[config.mk]
export PLATFORM = sky130hd
export DESIGN_NAME = mem_arbiter
export DESIGN_NICKNAME = d
export VERILOG_FILES = /design/src/rtl/mem_arbiter.sv
export SDC_FILE = /design/constraint.sdc
export NUM_CORES = 1
export LEC_CHECK = 0
export ABC_AREA = 1
export ABC_CLOCK_PERIOD_IN_PS = 1400
export CAP_MARGIN = 20
export CELL_PAD_IN_SITES_DETAIL_PLACEMENT = 1
export CELL_PAD_IN_SITES_GLOBAL_PLACEMENT = 2
export CORE_AREA = 2 2 87 152
export DETAILED_ROUTE_END_ITERATION = 16
export DIE_AREA = 0 0 89 154
export HOLD_SLACK_MARGIN = 0.02
export PLACE_DENSITY_LB_ADDON = 0.08
export SETUP_SLACK_MARGIN = 0.2
export SYNTH_ARGS = -nofsm -noshare
export SYNTH_HDL_FRONTEND = slang
export SYNTH_SLANG_ARGS = --single-unit
export TNS_END_PERCENT = 5
[constraint.sdc]
create_clock -name Clock -period 1.4 [get_ports Clock]
set_input_delay 0.28 -clock Clock [delete_from_list [all_inputs] [get_ports Clock]]
set_output_delay 0.28 -clock Clock [all_outputs]
set_load 0.03 [all_outputs]
[src/rtl/mem_arbiter.sv]
// ---------------------------------------------------------------------------
// mem_arbiter
//
// Shares one single-port synchronous RAM between an instruction-fetch port
// (read only) and a data port (load/store).
//
// Each access takes three cycles:
//   IDLE   - pick a winner and register its RAM command;
//   ACCESS - the command is on the RAM pins and the winner's gnt is high;
//   RESP   - RAM read data (one-cycle latency) returns, with a one-cycle
//            valid pulse to the winner.
// When both ports request in the same IDLE cycle they are served in
// round-robin order. After reset the fetch port wins the first contended
// grant.
//
// Ports
//   Clock, Resetn                  clock; synchronous active-low reset
//   f_req, f_addr                  fetch request and read address
//   f_gnt, f_valid, f_rdata        fetch access in progress / data valid / data
//   d_req, d_we, d_addr, d_wdata   data request, write enable, address, wdata
//   d_gnt, d_valid, d_rdata        data access in progress / done / read data
//   ram_addr, ram_wren, ram_wdata  registered RAM command
//   ram_q                          RAM read data, valid one cycle after address
//   busy                           high during ACCESS and RESP
// ---------------------------------------------------------------------------
module mem_arbiter #(
  parameter int AW = 16,
  parameter int DW = 16
) (
  input  logic          Clock,
  input  logic          Resetn,
  input  logic          f_req,
  input  logic [AW-1:0] f_addr,
  output logic          f_gnt,
  output logic          f_valid,
  output logic [DW-1:0] f_rdata,
  input  logic          d_req,
  input  logic          d_we,
  input  logic [AW-1:0] d_addr,
  input  logic [DW-1:0] d_wdata,
  output logic          d_gnt,
  output logic          d_valid,
  output logic [DW-1:0] d_rdata,
  output logic [AW-1:0] ram_addr,
  output logic          ram_wren,
  output logic [DW-1:0] ram_wdata,
  input  logic [DW-1:0] ram_q,
  output logic          busy
);

  typedef enum logic [1:0] {
    ST_IDLE   = 2'b00,
    ST_ACCESS = 2'b01,
    ST_RESP   = 2'b10
  } state_t;

  state_t        state_r;
  state_t        state_s;
  logic          start_s;      // an arbitration happens at this edge
  logic          any_req_s;
  logic          win_data_s;   // 1 = data port wins this arbitration
  logic          last_data_r;  // 1 = data port was granted most recently
  logic          win_data_r;   // winner of the transaction in flight
  logic          win_we_r;     // transaction in flight is a store
  logic          f_gnt_r;
  logic          d_gnt_r;
  logic          f_valid_r;
  logic          d_valid_r;
  logic          busy_r;
  logic [AW-1:0] ram_addr_r;
  logic          ram_wren_r;
  logic [DW-1:0] ram_wdata_r;

  // Winner selection: a lone requester wins, contention goes to the port not served last.
  always_comb begin
    any_req_s  = f_req | d_req;
    win_data_s = 1'b0;
    if (f_req && d_req) begin
      win_data_s = ~last_data_r;
    end else if (d_req) begin
      win_data_s = 1'b1;
    end else begin
      win_data_s = 1'b0;
    end
  end

  // Next-state logic; requests only matter in IDLE.
  always_comb begin
    state_s = state_r;
    start_s = 1'b0;
    case (state_r)
      ST_IDLE: begin
        if (any_req_s) begin
          state_s = ST_ACCESS;
          start_s = 1'b1;
        end else begin
          state_s = ST_IDLE;
          start_s = 1'b0;
        end
      end
      ST_ACCESS: state_s = ST_RESP;
      ST_RESP:   state_s = ST_IDLE;
      default:   state_s = ST_IDLE;
    endcase
  end

  // State register.
  always_ff @(posedge Clock) begin
    if (!Resetn) begin
      state_r <= ST_IDLE;
    end else begin
      state_r <= state_s;
    end
  end

  // RAM command capture and round-robin history, all taken in IDLE so a
  // requester may drop its request mid-transaction without effect.
  always_ff @(posedge Clock) begin
    if (!Resetn) begin
      last_data_r <= 1'b1;
      win_data_r  <= 1'b0;
      win_we_r    <= 1'b0;
      ram_addr_r  <= {AW{1'b0}};
      ram_wren_r  <= 1'b0;
      ram_wdata_r <= {DW{1'b0}};
    end else if (start_s) begin
      last_data_r <= win_data_s;
      win_data_r  <= win_data_s;
      win_we_r    <= win_data_s & d_we;
      ram_wren_r  <= win_data_s & d_we;
      ram_addr_r  <= win_data_s ? d_addr : f_addr;
      ram_wdata_r <= win_data_s ? d_wdata : {DW{1'b0}};
    end else begin
      // Write enable lives only for the ACCESS cycle; address/data are held.
      ram_wren_r  <= 1'b0;
    end
  end

  // Handshake outputs, registered from the upcoming state.
  always_ff @(posedge Clock) begin
    if (!Resetn) begin
      f_gnt_r   <= 1'b0;
      d_gnt_r   <= 1'b0;
      f_valid_r <= 1'b0;
      d_valid_r <= 1'b0;
      busy_r    <= 1'b0;
    end else begin
      f_gnt_r   <= start_s & ~win_data_s;
      d_gnt_r   <= start_s & win_data_s;
      f_valid_r <= (state_r == ST_ACCESS) & ~win_data_r;
      d_valid_r <= (state_r == ST_ACCESS) & win_data_r;
      busy_r    <= (state_s != ST_IDLE);
    end
  end

  // Read data steering: ram_q only becomes valid during RESP, so it is gated
  // by the registered valid rather than re-registered (which would add a cycle).
  always_comb begin
    f_rdata = {DW{1'b0}};
    d_rdata = {DW{1'b0}};
    if (f_valid_r) begin
      f_rdata = ram_q;
    end else begin
      f_rdata = {DW{1'b0}};
    end
    if (d_valid_r && !win_we_r) begin
      d_rdata = ram_q;
    end else begin
      d_rdata = {DW{1'b0}};
    end
  end

  assign f_gnt     = f_gnt_r;
  assign d_gnt     = d_gnt_r;
  assign f_valid   = f_valid_r;
  assign d_valid   = d_valid_r;
  assign busy      = busy_r;
  assign ram_addr  = ram_addr_r;
  assign ram_wren  = ram_wren_r;
  assign ram_wdata = ram_wdata_r;

endmodule

-- Word level (Yosys, flattened, before mapping)
Cells that the tools add are included.
- $add $sub $neg: 0
- multiply operators: 0
- div/mod/pow operators: 0
- order comparisons: 0
- eq/ne operators: 1
- shift operators: 0
- multiplexer cells: 10
- bitwise gates (word level): 9
- reductions and logical operators: 6
- operator list (operator ; number):
    2-to-1 mux 16 bit ; 4
    AND 1 bit ; 5
    2-to-1 mux 1 bit ; 5
    one-hot mux 2 bit (2 select lines) ; 1
    inverter 1 bit ; 3
    == test 2 x 1 -> 1 bit (second input constant) ; 1
    logical AND 1 bit ; 2
    logical NOT 2 bit ; 1
    AND reduction 2 bit ; 1
    nonzero test 2 bit ; 1
    logical NOT 1 bit ; 1
    bitwise OR 1 bit ; 1
- register bits: 43
- latch bits: 0
- bits in writable memories: 0
- memory bits (read-only): 0
- input bits: 69
- output and inout port bits: 70
- word-level logic and storage cells: 38
- memories: 0

-- Logic depth before layout (Yosys ltp)
- word-level depth: 4
- mapped depth: 8
- gate-level depth less buffers: 7

-- Least setup slack after synthesis
No wires, ideal clock.
- kind: reg-to-output
- start point: register d_valid_r (netlist: d_valid)
- end point: output port d_rdata[10]
- data arrival time: 1318 ps
- data required time: 1120 ps
- setup slack: -198 ps
- stages on the path, launching flop included: 4
- buffers on the path: 1
- cell sequence: dfxtp_1 nand2_1 clkbuf_1 nor2_1
- word-level cells in the longest chain between the ends: 2
- ends and longest elaborated chain (element ; line ; text):
    start: declaration ; 68 ; logic d_valid_r;
    start signal: assignment ; 151 ; d_valid_r <= (state_r == ST_ACCESS) & win_data_r;
    logical AND 1 bit ; 166 ; if (d_valid_r && !win_we_r) begin
    2-to-1 mux 16 bit ; 166 ;
    end: declaration ; 43 ; output logic [DW-1:0] d_rdata,
Every way passes these cells.

-- Worst setup path after layout
- start point: register win_we_r
- end point: output port d_rdata[10]
- word-level cells in the longest chain between the ends: 3
- ends and longest elaborated chain (element ; line ; text):
    start: declaration ; 64 ; logic win_we_r;
    start signal: assignment ; 129 ; win_we_r <= win_data_s & d_we;
    logical NOT 1 bit ; 166 ;
    logical AND 1 bit ; 166 ;
    2-to-1 mux 16 bit ; 166 ;
Every way passes these cells.

==> impl_metrics.tcl <==
set metrics [dict create \
    post_drt_wl_per_cell_microns 13.3 \
    track_usage_pct 12.1 \
    slew_violations 0 \
    rows 54 \
    syn_to_final_growth_pct 98.7 \
    fin_skew_ps 7.90 \
    synth_cells 295 \
    crit_path_top_delay_cell "dfxtp_2" \
    cts_buffers 5 \
    dpl-instance-area_sq_mm 0.00368 \
    drc 0 \
    die_w_microns 89 \
    dieArea_sq_mm 0.0137 \
    setup_viol 16 \
    cp.arrival_ps 1150 \
    core-area_sq_mm 0.0124 \
    die_h_microns 154 \
    cp.required_ps 1120 \
    yosys_register_bits 43 \
    worstSetupPathType "flop to primary output" \
    grt_overflow 0 \
    postRouteAntennaNets 0 \
    layout.nets 517 \
    r2r-start "last_data_r" \
    dpl.hpwl_microns 6330 \
    synth.distinct_cells 19 \
    fin_util_pct 31.2 \
    synth-edff-count 0 \
    wl_microns 8230 \
    avgSynthCellArea_sq_um 6.61 \
    min_period_ps 1430 \
    async_flop_share_pct 0 \
    crit_path_start "win_we_r" \
    setup_slack_ps -29.8 \
    synth_fp_nets 364 \
    drt_iter0_drc 48 \
    htree_levels 2 \
    grt_setup_unrepaired "yes" \
    synth_seq_area_share_pct 44.1 \
    grt_max_degree 25 \
    finalHoldViolCount 0 \
    firstDrtPassIters 2 \
    vias 2347 \
    cts_root_buf "clkbuf_16" \
    synth.area.top_cells "dfxtp_1, nand2_1, inv_1" \
    r2r_end "ram_addr[9]" \
    path_buf_inv 3 \
    antenna_found_initial 0 \
    drive_gt1_share_pct 33.9 \
    cpPeakStageDelay_ps 330 \
    yosys_most_used_dff "dfxtp_1" \
    status "finished with violations" \
    p_leak_uw 0.00197 \
    clk_pin_slew_ps 70 \
    netlist_area_sq_mm 0.00195 \
    hp-class "flop to flop" \
    placedCellCount 608 \
    r2r_cells 7 \
    io-pin-count 139 \
    clk_latency_ps 290 \
    yosysMostFrequentCell "nand2_1" \
    portBuffers 138 \
    pre_cts_ws_ps -230 \
    place.gp.congestion 0.680 \
    synth_top_area_share_pct 44.1 \
    max_freq_mhz 699 \
    path_depth 5 \
    crit_path_start_kind "flop" \
    diodes 0 \
    synth_common_cells "nand2_1, dfxtp_1, inv_1, nand3_1, nor2_1" \
    violations "setup timing" \
    ir_drop_v 0.000422 \
    crit_family "buffers and inverters" \
    power_per_cell_area_mw_per_mm2 928 \
    r2r_slack_ps 300 \
    path_cells "inv_2 -> nand2_4 -> buf_12 -> nor2_4 -> buf_6" \
    synth_largest_area_cell "dfxtp_1" \
    endpoint "d_rdata[10]" \
    p_total_uw 3600 \
    initial_core_util_pct 15.7 \
    grt_pass1_vias 2486 \
    clock_sinks 43 \
    relSlewSlack_pct 79.6 \
    grt_pass1_wl_microns 12500 \
    tritoncts "yes" \
    finalInstanceArea_sq_mm 0.00387 \
    crit_path_max_fanout 8 \
    synth_warnings 0 \
    worst_slew_pin_slew_ps 308 \
    maxCapViolCount 0 \
    clockBufferDepth 2 \
    post-cts-setup-buffers 0 \
    vias_per_cell 3.80 \
    final_cells 617 \
    crit_path_end_kind "primary output" \
    post-route-period-util_pct 102 \
]
[per-layer routing]
| layer | track usage [%] | vias up | share of wire, % |
|---|---|---|---|
| met5 | 0 | - | 0 |
| met4 | 4.48 | 0 | 1.6 |
| met1 | 11.4 | 1077 | 34 |
| li1 | - | 1181 | - |
| met3 | 2.20 | 5 | 5.5 |
| met2 | 24.5 | 84 | 59 |
[final cells by class]
class                   instances  area (sq um)
fillers                      1575          8560
repair buffers                158          1480
multi-input cells             200          1010
flip-flops and latches         43           868
well taps                     168           210
inverters                      40           153
clock buffers                   5           125
clock inverters                 3          23.8
[metrics by stage]
stage | hold WS, ps | setup TNS [ps]
3_3_place_gp | 425 | -6280
3_5_place_dp | 423 | -7250
4_1_cts | 436 | -674
6_report | 434 | -218
2_1_floorplan | 383 | 0
5_1_grt | 467 | -1130
[report_power, final]
part | switching [uW] | internal (uW) | total, uW
logic | 561 | 444 | 1010
registers | 61.6 | 1320 | 1380
clock network | 544 | 668 | 1210
total | 1170 | 2430 | 3600
[worst register-to-register path: cells and delay by family (launching register included)]
family	cells	cell delay, ps
and+or+nand+nor	6	570
DFF	1	380
buffers and inverters	1	120
[state kept, by name, indices dropped and copies added, names as in the netlist]
signal and cells:
ram_wdata 16, state_r 2, win_data_r 1, ram_wren 1, win_we_r 1, d_gnt 1
d_valid 1, f_gnt 1, ram_addr 16, busy 1, last_data_r 1, f_valid 1
[layout by cell type, fill, tap and decap left out, types with 15 or more instances in the layout]
| master | n |
|---|---|
| buf_2 | 31 |
| inv_1 | 24 |
| inv_2 | 15 |
| clkdlybuf4s50_1 | 66 |
| nand2_1 | 125 |
| nand3_1 | 25 |
| buf_6 | 28 |
| dfxtp_1 | 39 |
| nor2_4 | 18 |
| buf_4 | 21 |
[kinds of logic (layout without fill, tap and decap cells)]
| family | count (synthesis) | count (layout) | synth area share, % |
|---|---|---|---|
| compound gates | 9 | 9 | 2.50 |
| buf+inv | 52 | 206 | 11.5 |
| flops | 43 | 43 | 44.1 |
| simple gates | 191 | 191 | 41.9 |
[how the worst min path moves through the flow]
stage | start | cells past startpoint | end
after floorplan | d_wdata[0] | 2 | ram_wdata[0]
after global placement | win_data_r | 1 | f_valid
after detailed placement | win_data_r | 1 | f_valid
after CTS | win_data_r | 1 | f_valid
after global routing | win_data_r | 2 | d_valid
final | win_data_r | 1 | f_valid
[timing repair]
| action | in CTS | in global routing |
|---|---|---|
| gates resized for setup | 207 | 18 |
| setup endpoints to repair | 104 | 49 |
| cloned | 1 | 0 |
| pin swaps | 10 | 7 |
| hold buffers | 0 | 0 |
| endpoints found under the hold margin | 0 | 0 |
No activity file was read; power rests on OpenSTA's default activity.
